**src/rtl/mux_8bit_reg.sv**
```systemverilog
// mux_8bit_reg: registered 2:1 word multiplexer with a valid strobe,
// last-select tracking and a saturating select-toggle counter.
//
// Optional feature macro: MUX_8BIT_REG_PARITY_EN
//   Defined   -> adds registered output y_parity (XOR-reduction of the
//                selected word), reset to 0, held while idle.
//   Undefined -> y_parity port and logic are absent.
//
// Parameters:
//   WIDTH      data width of a, b and y (>= 1)
//   CNT_WIDTH  width of the toggle counter (>= 1)
//
// Ports:
//   clk         rising-edge clock
//   rst_n       synchronous active-low reset
//   a, b        operand words (sel=0 -> a, sel=1 -> b)
//   sel         select bit
//   in_valid    qualifies a/b/sel this cycle
//   y           registered mux result
//   y_valid     high one cycle after an accepted sample
//   y_parity    (optional) registered parity of the selected word
//   sel_q       select of the last accepted sample
//   toggle_cnt  saturating count of accepted select changes
module mux_8bit_reg #(
    parameter int unsigned WIDTH     = 8,
    parameter int unsigned CNT_WIDTH = 8
) (
    input  logic                 clk,
    input  logic                 rst_n,
    input  logic [WIDTH-1:0]     a,
    input  logic [WIDTH-1:0]     b,
    input  logic                 sel,
    input  logic                 in_valid,
    output logic [WIDTH-1:0]     y,
    output logic                 y_valid,
`ifdef MUX_8BIT_REG_PARITY_EN
    output logic                 y_parity,
`endif
    output logic                 sel_q,
    output logic [CNT_WIDTH-1:0] toggle_cnt
);

    localparam logic [CNT_WIDTH-1:0] CNT_MAX = '1;

    logic [WIDTH-1:0]     mux_word_c;
    logic [WIDTH-1:0]     y_q,          y_d;
    logic                 y_valid_q,    y_valid_d;
    logic                 sel_d;
    logic [CNT_WIDTH-1:0] toggle_cnt_q, toggle_cnt_d;
`ifdef MUX_8BIT_REG_PARITY_EN
    logic                 y_parity_q,   y_parity_d;
`endif

    // Selected word; only consumed when a sample is accepted.
    assign mux_word_c = sel ? b : a;

    // Next-state: hold everything except y_valid, which is a one-cycle strobe.
    always_comb begin
        y_d          = y_q;
        y_valid_d    = 1'b0;
        sel_d        = sel_q;
        toggle_cnt_d = toggle_cnt_q;
`ifdef MUX_8BIT_REG_PARITY_EN
        y_parity_d   = y_parity_q;
`endif
        if (in_valid) begin
            y_d       = mux_word_c;
            y_valid_d = 1'b1;
            sel_d     = sel;
`ifdef MUX_8BIT_REG_PARITY_EN
            y_parity_d = ^mux_word_c;
`endif
            // Counter saturates at all-ones instead of wrapping.
            if ((sel != sel_q) && (toggle_cnt_q != CNT_MAX)) begin
                toggle_cnt_d = toggle_cnt_q + CNT_WIDTH'(1);
            end
        end
    end

    // State registers; synchronous reset overrides any sample this cycle.
    always_ff @(posedge clk) begin
        if (!rst_n) begin
            y_q          <= '0;
            y_valid_q    <= 1'b0;
            sel_q        <= 1'b0;
            toggle_cnt_q <= '0;
`ifdef MUX_8BIT_REG_PARITY_EN
            y_parity_q   <= 1'b0;
`endif
        end else begin
            y_q          <= y_d;
            y_valid_q    <= y_valid_d;
            sel_q        <= sel_d;
            toggle_cnt_q <= toggle_cnt_d;
`ifdef MUX_8BIT_REG_PARITY_EN
            y_parity_q   <= y_parity_d;
`endif
        end
    end

    assign y          = y_q;
    assign y_valid    = y_valid_q;
    assign toggle_cnt = toggle_cnt_q;
`ifdef MUX_8BIT_REG_PARITY_EN
    assign y_parity   = y_parity_q;
`endif

endmodule

```
**config.mk**
```make
export PLATFORM = sky130hd
export DESIGN_NAME = mux_8bit_reg
export DESIGN_NICKNAME = d
export VERILOG_FILES = /design/src/rtl/mux_8bit_reg.sv
export SDC_FILE = /design/constraint.sdc
export NUM_CORES = 1
export LEC_CHECK = 0
export CAP_MARGIN = 20
export CORE_UTILIZATION = 41
export CTS_BUF_LIST = sky130_fd_sc_hd__clkbuf_2
export DETAILED_ROUTE_END_ITERATION = 7
export GPL_TIMING_DRIVEN = 0
export PLACE_DENSITY = 0.81
export RECOVER_POWER = 50
export SYNTH_ARGS = -nofsm -noshare
export SYNTH_HDL_FRONTEND = slang
export SYNTH_SLANG_ARGS = --single-unit
export TNS_END_PERCENT = 30
```
**constraint.sdc**
```tcl
create_clock -name clk -period 2 [get_ports clk]
set_clock_uncertainty 0.1 [all_clocks]
set_input_delay 0.2 -clock clk [delete_from_list [all_inputs] [get_ports clk]]
set_output_delay 0.2 -clock clk [all_outputs]
set_load 0.01 [all_outputs]
```
==> results of run 1 <==
[placed cells by master (no fill, tap or decap), types with 2 or more instances in the layout]
cell type / instances
a211oi_1: 8
a21oi_1: 6
buf_6: 2
clkbuf_1: 3
clkbuf_2: 3
clkdlybuf4s50_1: 25
dfxtp_1: 18
dlygate4sd3_1: 11
inv_1: 3
mux2i_1: 10
nand3_1: 3
nand4_1: 2
nor2_1: 11
o21ai_0: 3
o31ai_1: 3
or3_1: 3
or4_1: 2
[metrics by stage]
step           util, %  hold WS, ns  setup WS [ns]
6_report          68.1        0.129          0.319
5_1_grt           68.1        0.166          0.176
4_1_cts           68.1        0.136          0.343
3_5_place_dp      67.1        0.376         0.0462
3_3_place_gp      67.1        0.372         0.0820
2_1_floorplan        -        0.227          0.458
[layout make-up]
class                           count  share of cell area, %
Multi-Input combinational cell     58                   32.9
Sequential cell                    18                   29.7
Timing Repair Buffer               36                   29.7
Buffer                              5                   2.78
Tap cell                           25                   2.57
Clock buffer                        3                   1.24
Inverter                            3                  0.927
Clock inverter                      1                  0.309
[power by group through the flow]
stage	sequential (mW)	clock, mW	combinational (mW)
floorplan	0.404	0	0.0564
global placement	0.395	0	0.144
detailed placement	0.395	0	0.146
CTS	0.388	0.166	0.147
global route	0.390	0.182	0.152
finish	0.387	0.161	0.140
[cell families (layout without fill, tap and decap cells)]
family,after synthesis,count (layout)
XOR/XNOR,2,2
multiplexers,10,10
AO/OA/AOI/OAI,21,21
adder cells (fa/ha/maj),1,1
buffers and inverters,8,48
AND/OR/NAND/NOR,24,24
flip-flops,18,18
[registers in the layout, summed over array words and instances (netlist names)]
name and cells:
toggle_cnt 8, y 8, sel_q 1, y_valid 1
[worst paths after layout]
kind | to | cells past startpoint | slack (ns) | start
worst max-delay path | y[7] | 5 | 0.32 | in_valid
worst min-delay path | sel_q | 3 | 0.13 | sel
worst max register to register | toggle_cnt[3] | 6 | 0.34 | toggle_cnt[0]
worst min register to register | y[4] | 2 | 0.39 | y[4]
[worst max-delay path: stages]
cell	delay (ns)
dlygate4sd3_1	0.57
clkbuf_1	0.38
clkbuf_1	0.40
nor2_1	0.07
a211oi_1	0.20
[per-layer routing]
metal	track usage (%)	vias up
met4	14.1	0
met2	30.7	21
li1	-	394
met1	24.6	366
met5	0	-
met3	4.31	4
==> run summary, run 1 <==
first-pass GRT wire length: 2930 µm
overall via count from detail_route: 785
Post-CTS Setup Bufs: 0
IO Count: 38
post-route cell area: 1210 µm²
# hold bufs at CTS: 0
Placer Congestion: 0.769
met2 wire len: 936 µm
vias in the first global route: 681
post-synthesis mux area share: 12.4%
fmax: 0.595 GHz
Worst Path Required: 2.15 ns
Async S/R FF share, synth: 0%
max-cap violation count: 0
# resized after CTS: 0
largest family of logic cells by synthesized area: compound AO/OA/AOI/OAI gates
Lkg Pwr: 0.473 nW
clock share of power: 23.4%
Setup Total Neg Slack: 0 ns
CP Capture Type: flip-flop
top cells by area, synth: dfxtp_1 45%, mux2i_1 12%, a211oi_1 7.5%
clk buf depth: 2
crit share post-route: 84.1%
Final Total Pwr: 0.688 mW
Yosys cell types: 21
status: finished, final reports clean
Core Region: 1780 µm²
critical path peak fanout: 10
vias per inst: 5.27
placed inst area: 1200 µm²
IO buf count: 36
final hold viol count: 0
std cell rows: 15
Sink Count: 18
register area: 360 µm²
diode count: 0
DRT Wirelength: 1840 µm
Max Used Layer: met4
clock root buffer: clkbuf_2
Post-synth top cells: 18 x dfxtp_1, 11 x nor2_1, 10 x mux2i_1
Hold WC Path Type: input pin to flip-flop
worst skew pair latency: 0.31 ns
H-tree depth: 1
Rel. slew slack: 69.6%
nets: 146
Final Critical Period: 1.68 ns
area of the multi-input gates: 399 µm²
1st-pass router iterations: 4
Synth Area per Inst: 9.58 µm²
FILL cells: 150
cell count after placement: 145
warnings from Yosys: 0
DR iter-0 viols: 14
Cells after Synth: 84
M1 wire length: 778 µm
Post-DP HPWL: 1390 µm
Starting Density: 45.1%
final cell count without fillers: 149
Clk pin slew, worst setup/hold paths: 0.18 ns
antenna violations before repair: 0
Antenna Nets Post-Route: 0
Startpoint Class: input pin
Final setup viols: 0
register area share after synthesis: 44.8%
worst path arrival time: 1.83 ns
Logic pwr share: 20.3%
Slew Viols, Final: 0
Pint: 0.503 mW
Seq cells post-synth: 18
Adder-Cell Fraction of Synth Area: 1.56%
Post-Synth Simple-Gate Area: 15.1%
peak supply drop: 0.426 mV
post-synthesis xor/xnor area fraction: 3.11%
Total GRT Usage: 20.0%
Slew @ Worst Pin: 0.455 ns
Synth Area in Compound Gates: 17.4%
Die Y: 46.3 µm
Switching Power: 0.185 mW
gr ovfl total: 0
Post-synth top flop: dfxtp_1
Power Density: 566 nW/µm²
Yosys top cell by area: dfxtp_1
switching fraction of total power: 26.8%
CTS tree: built
wire per inst: 12.3 µm
Mapped Nets: 105
Die W: 46.3 µm
area of the mapped netlist: 805 µm²
CTS Buf Count: 3
Met3 Wirelength: 76 µm
layout cells sized above 1: 5.65%
full die area: 2140 µm²
largest net degree at the start of global routing: 11
DRC: 0
synth-to-layout area growth: 51.0%
Sequential Power Share: 56.3%
number of synthesized flops with an enable pin: 0
share of the synthesized area in the top cell type: 44.8%
RSZ-0062 raised after global routing: no
top-count cell post-synth: dfxtp_1
critical path class: input pin to flip-flop
No activity file was read; power rests on OpenSTA's default activity.
==> inputs of run 2 (changes only) <==
clock period = 1.71 ns   (was 2 ns; I/O delays follow)
==> run summary, run 2 (same netlist as run 1, synthesis figures left out) <==
status: finished, final reports clean (unchanged)
Lkg Pwr: 0.472 nW (was 0.473 nW)
critical path depth in cells: 1 (was 5)
Core Region: 1780 µm² (unchanged)
commonest non-fill, non-tap cell in the layout: clkdlybuf4s50_1 (unchanged)
Slew Viols, Final: 0 (unchanged)
placed inst area: 1200 µm² (unchanged)
Layout Utilization: 68.6% (was 68.1%)
FILL cells: 149 (was 150)
DR iter-0 viols: 6 (was 14)
std cell rows: 15 (unchanged)
RSZ-0062 raised after global routing: no (unchanged)
peak supply drop: 0.490 mV (was 0.426 mV)
Post-DP HPWL: 1390 µm (unchanged)
IO buf count: 36 (unchanged)
final hold viol count: 0 (unchanged)
Final setup viols: 0 (unchanged)
crit path max-delay cell type: clkdlybuf4s50_1 (was dlygate4sd3_1)
antenna violations before repair: 0 (unchanged)
Die W: 46.3 µm (unchanged)
crit-path cells: clkdlybuf4s50_1 (was dlygate4sd3_1 > clkbuf_1 > clkbuf_1 > nor2_1 > a211oi_1)
most frequent cells in the layout: 26 x clkdlybuf4s50_1, 16 x dfxtp_1, 11 x nor2_1 (was 25 x clkdlybuf4s50_1, 18 x dfxtp_1, 11 x nor2_1, 11 x dlygate4sd3_1, 10 x mux2i_1)
1st-pass router iterations: 4 (unchanged)
Total GRT Usage: 20.0% (unchanged)
fmax: 0.622 GHz
cell count after placement: 145 (unchanged)
slowest stage delay, CP: 0.57 ns (about the same)
nets: 146 (unchanged)
layout cells sized above 1: 8.87% (was 5.65%)
CTS Buf Count: 3 (unchanged)
post-route cell area: 1220 µm² (was 1210 µm²)
worst skew pair latency: 0.31 ns (about the same)
worst path bufs/invs: 1 (was 3)
# hold bufs at CTS: 0 (unchanged)
Placer Congestion: 0.769 (unchanged)
diode count: 0 (unchanged)
largest net degree at the start of global routing: 11 (unchanged)
Final Total Pwr: 0.807 mW (was 0.688 mW)
Antenna Nets Post-Route: 0 (unchanged)
max-cap violation count: 0 (unchanged)
crit share post-route: 94.0%
final cell count without fillers: 149 (unchanged)
vias per inst: 5.20 (was 5.27)
DRT Wirelength: 1890 µm (was 1840 µm)
Starting Density: 45.1% (unchanged)
Worst Path Required: 1.44 ns (was 2.15 ns)
clk buf depth: 2 (unchanged)
# resized after CTS: 0 (unchanged)
Die Y: 46.3 µm (unchanged)
H-tree depth: 1 (unchanged)
DRC: 0 (unchanged)
wire per inst: 12.7 µm (was 12.3 µm)
Post-CTS Setup Bufs: 0 (unchanged)
worst path arrival time: 1.34 ns (was 1.83 ns)
CP top delay family: buffers and inverters (unchanged)
Clk pin slew, worst setup/hold paths: 0.17 ns (was 0.18 ns)
gr ovfl total: 0 (unchanged)
R2R cell count: 6 (unchanged)
Final Critical Period: 1.61 ns
vias in the first global route: 681 (unchanged)
clock root buffer: clkbuf_2 (unchanged)
synth-to-layout area growth: 52.1% (was 51.0%)
Rel. slew slack: 68.1% (was 69.6%)
critical path peak fanout: 7 (was 10)
first-pass GRT wire length: 2930 µm (unchanged)
Power Density: 660 nW/µm² (was 566 nW/µm²)
Hold WC Path Type: input pin to flip-flop (unchanged)
Slew @ Worst Pin: 0.478 ns (was 0.455 ns)
critical path class: flip-flop to primary output (was input pin to flip-flop)
Sink Count: 18 (unchanged)
CTS tree: built (unchanged)
full die area: 2140 µm² (unchanged)
Worst Hold Path Cells: 3 (unchanged)
IO Count: 38 (unchanged)
Startpoint Class: flip-flop (was input pin)
overall via count from detail_route: 775 (was 785)
CP Capture Type: primary output (was flip-flop)
[run 2: layer usage]
layer / GRT usage [%] / vias up / wire length [µm]
met2: 30.7 / 16 / 965
li1: - / 391 / -
met5: 0 / - / 0
met1: 24.6 / 364 / 810
met3: 4.31 / 4 / 59
met4: 14.1 / 0 / 49
[run 2: power breakdown]
part	leakage (nW)	switching, mW	total (mW)	internal, mW
logic	0.309	0.0668	0.165	0.0982
registers	0.149	0.0128	0.454	0.441
clock network	0.0140	0.138	0.188	0.0508
[run 2: worst paths after layout]
path                            slack, ns             to     startpoint
worst max-delay path                 0.10  toggle_cnt[2]  toggle_cnt[2]
worst min-delay path                 0.11          sel_q            sel
worst max register to register       0.11  toggle_cnt[3]  toggle_cnt[0]
worst min register to register       0.39           y[4]           y[4]
[run 2: metrics by stage]
step | setup WS (ns) | TNS (ns) | hold slack (ns)
6_report | 0.102 | 0 | 0.115
5_1_grt | 0.0230 | 0 | 0.138
4_1_cts | 0.0641 | 0 | 0.107
3_5_place_dp | -0.215 | -1.17 | 0.376
3_3_place_gp | -0.179 | -0.841 | 0.372
2_1_floorplan | 0.168 | 0 | 0.198
[run 2: cell type report]
cell class                      count  area [µm²]  share of cell area (%)
Buffer                              5        35.0                    2.86
Clock buffer                        3        15.0                    1.23
Clock inverter                      1        3.75                   0.307
Inverter                            3        11.3                   0.920
Multi-Input combinational cell     58         402                    32.8
Sequential cell                    18         365                    29.9
Tap cell                           25        31.3                    2.56
Timing Repair Buffer               36         360                    29.4
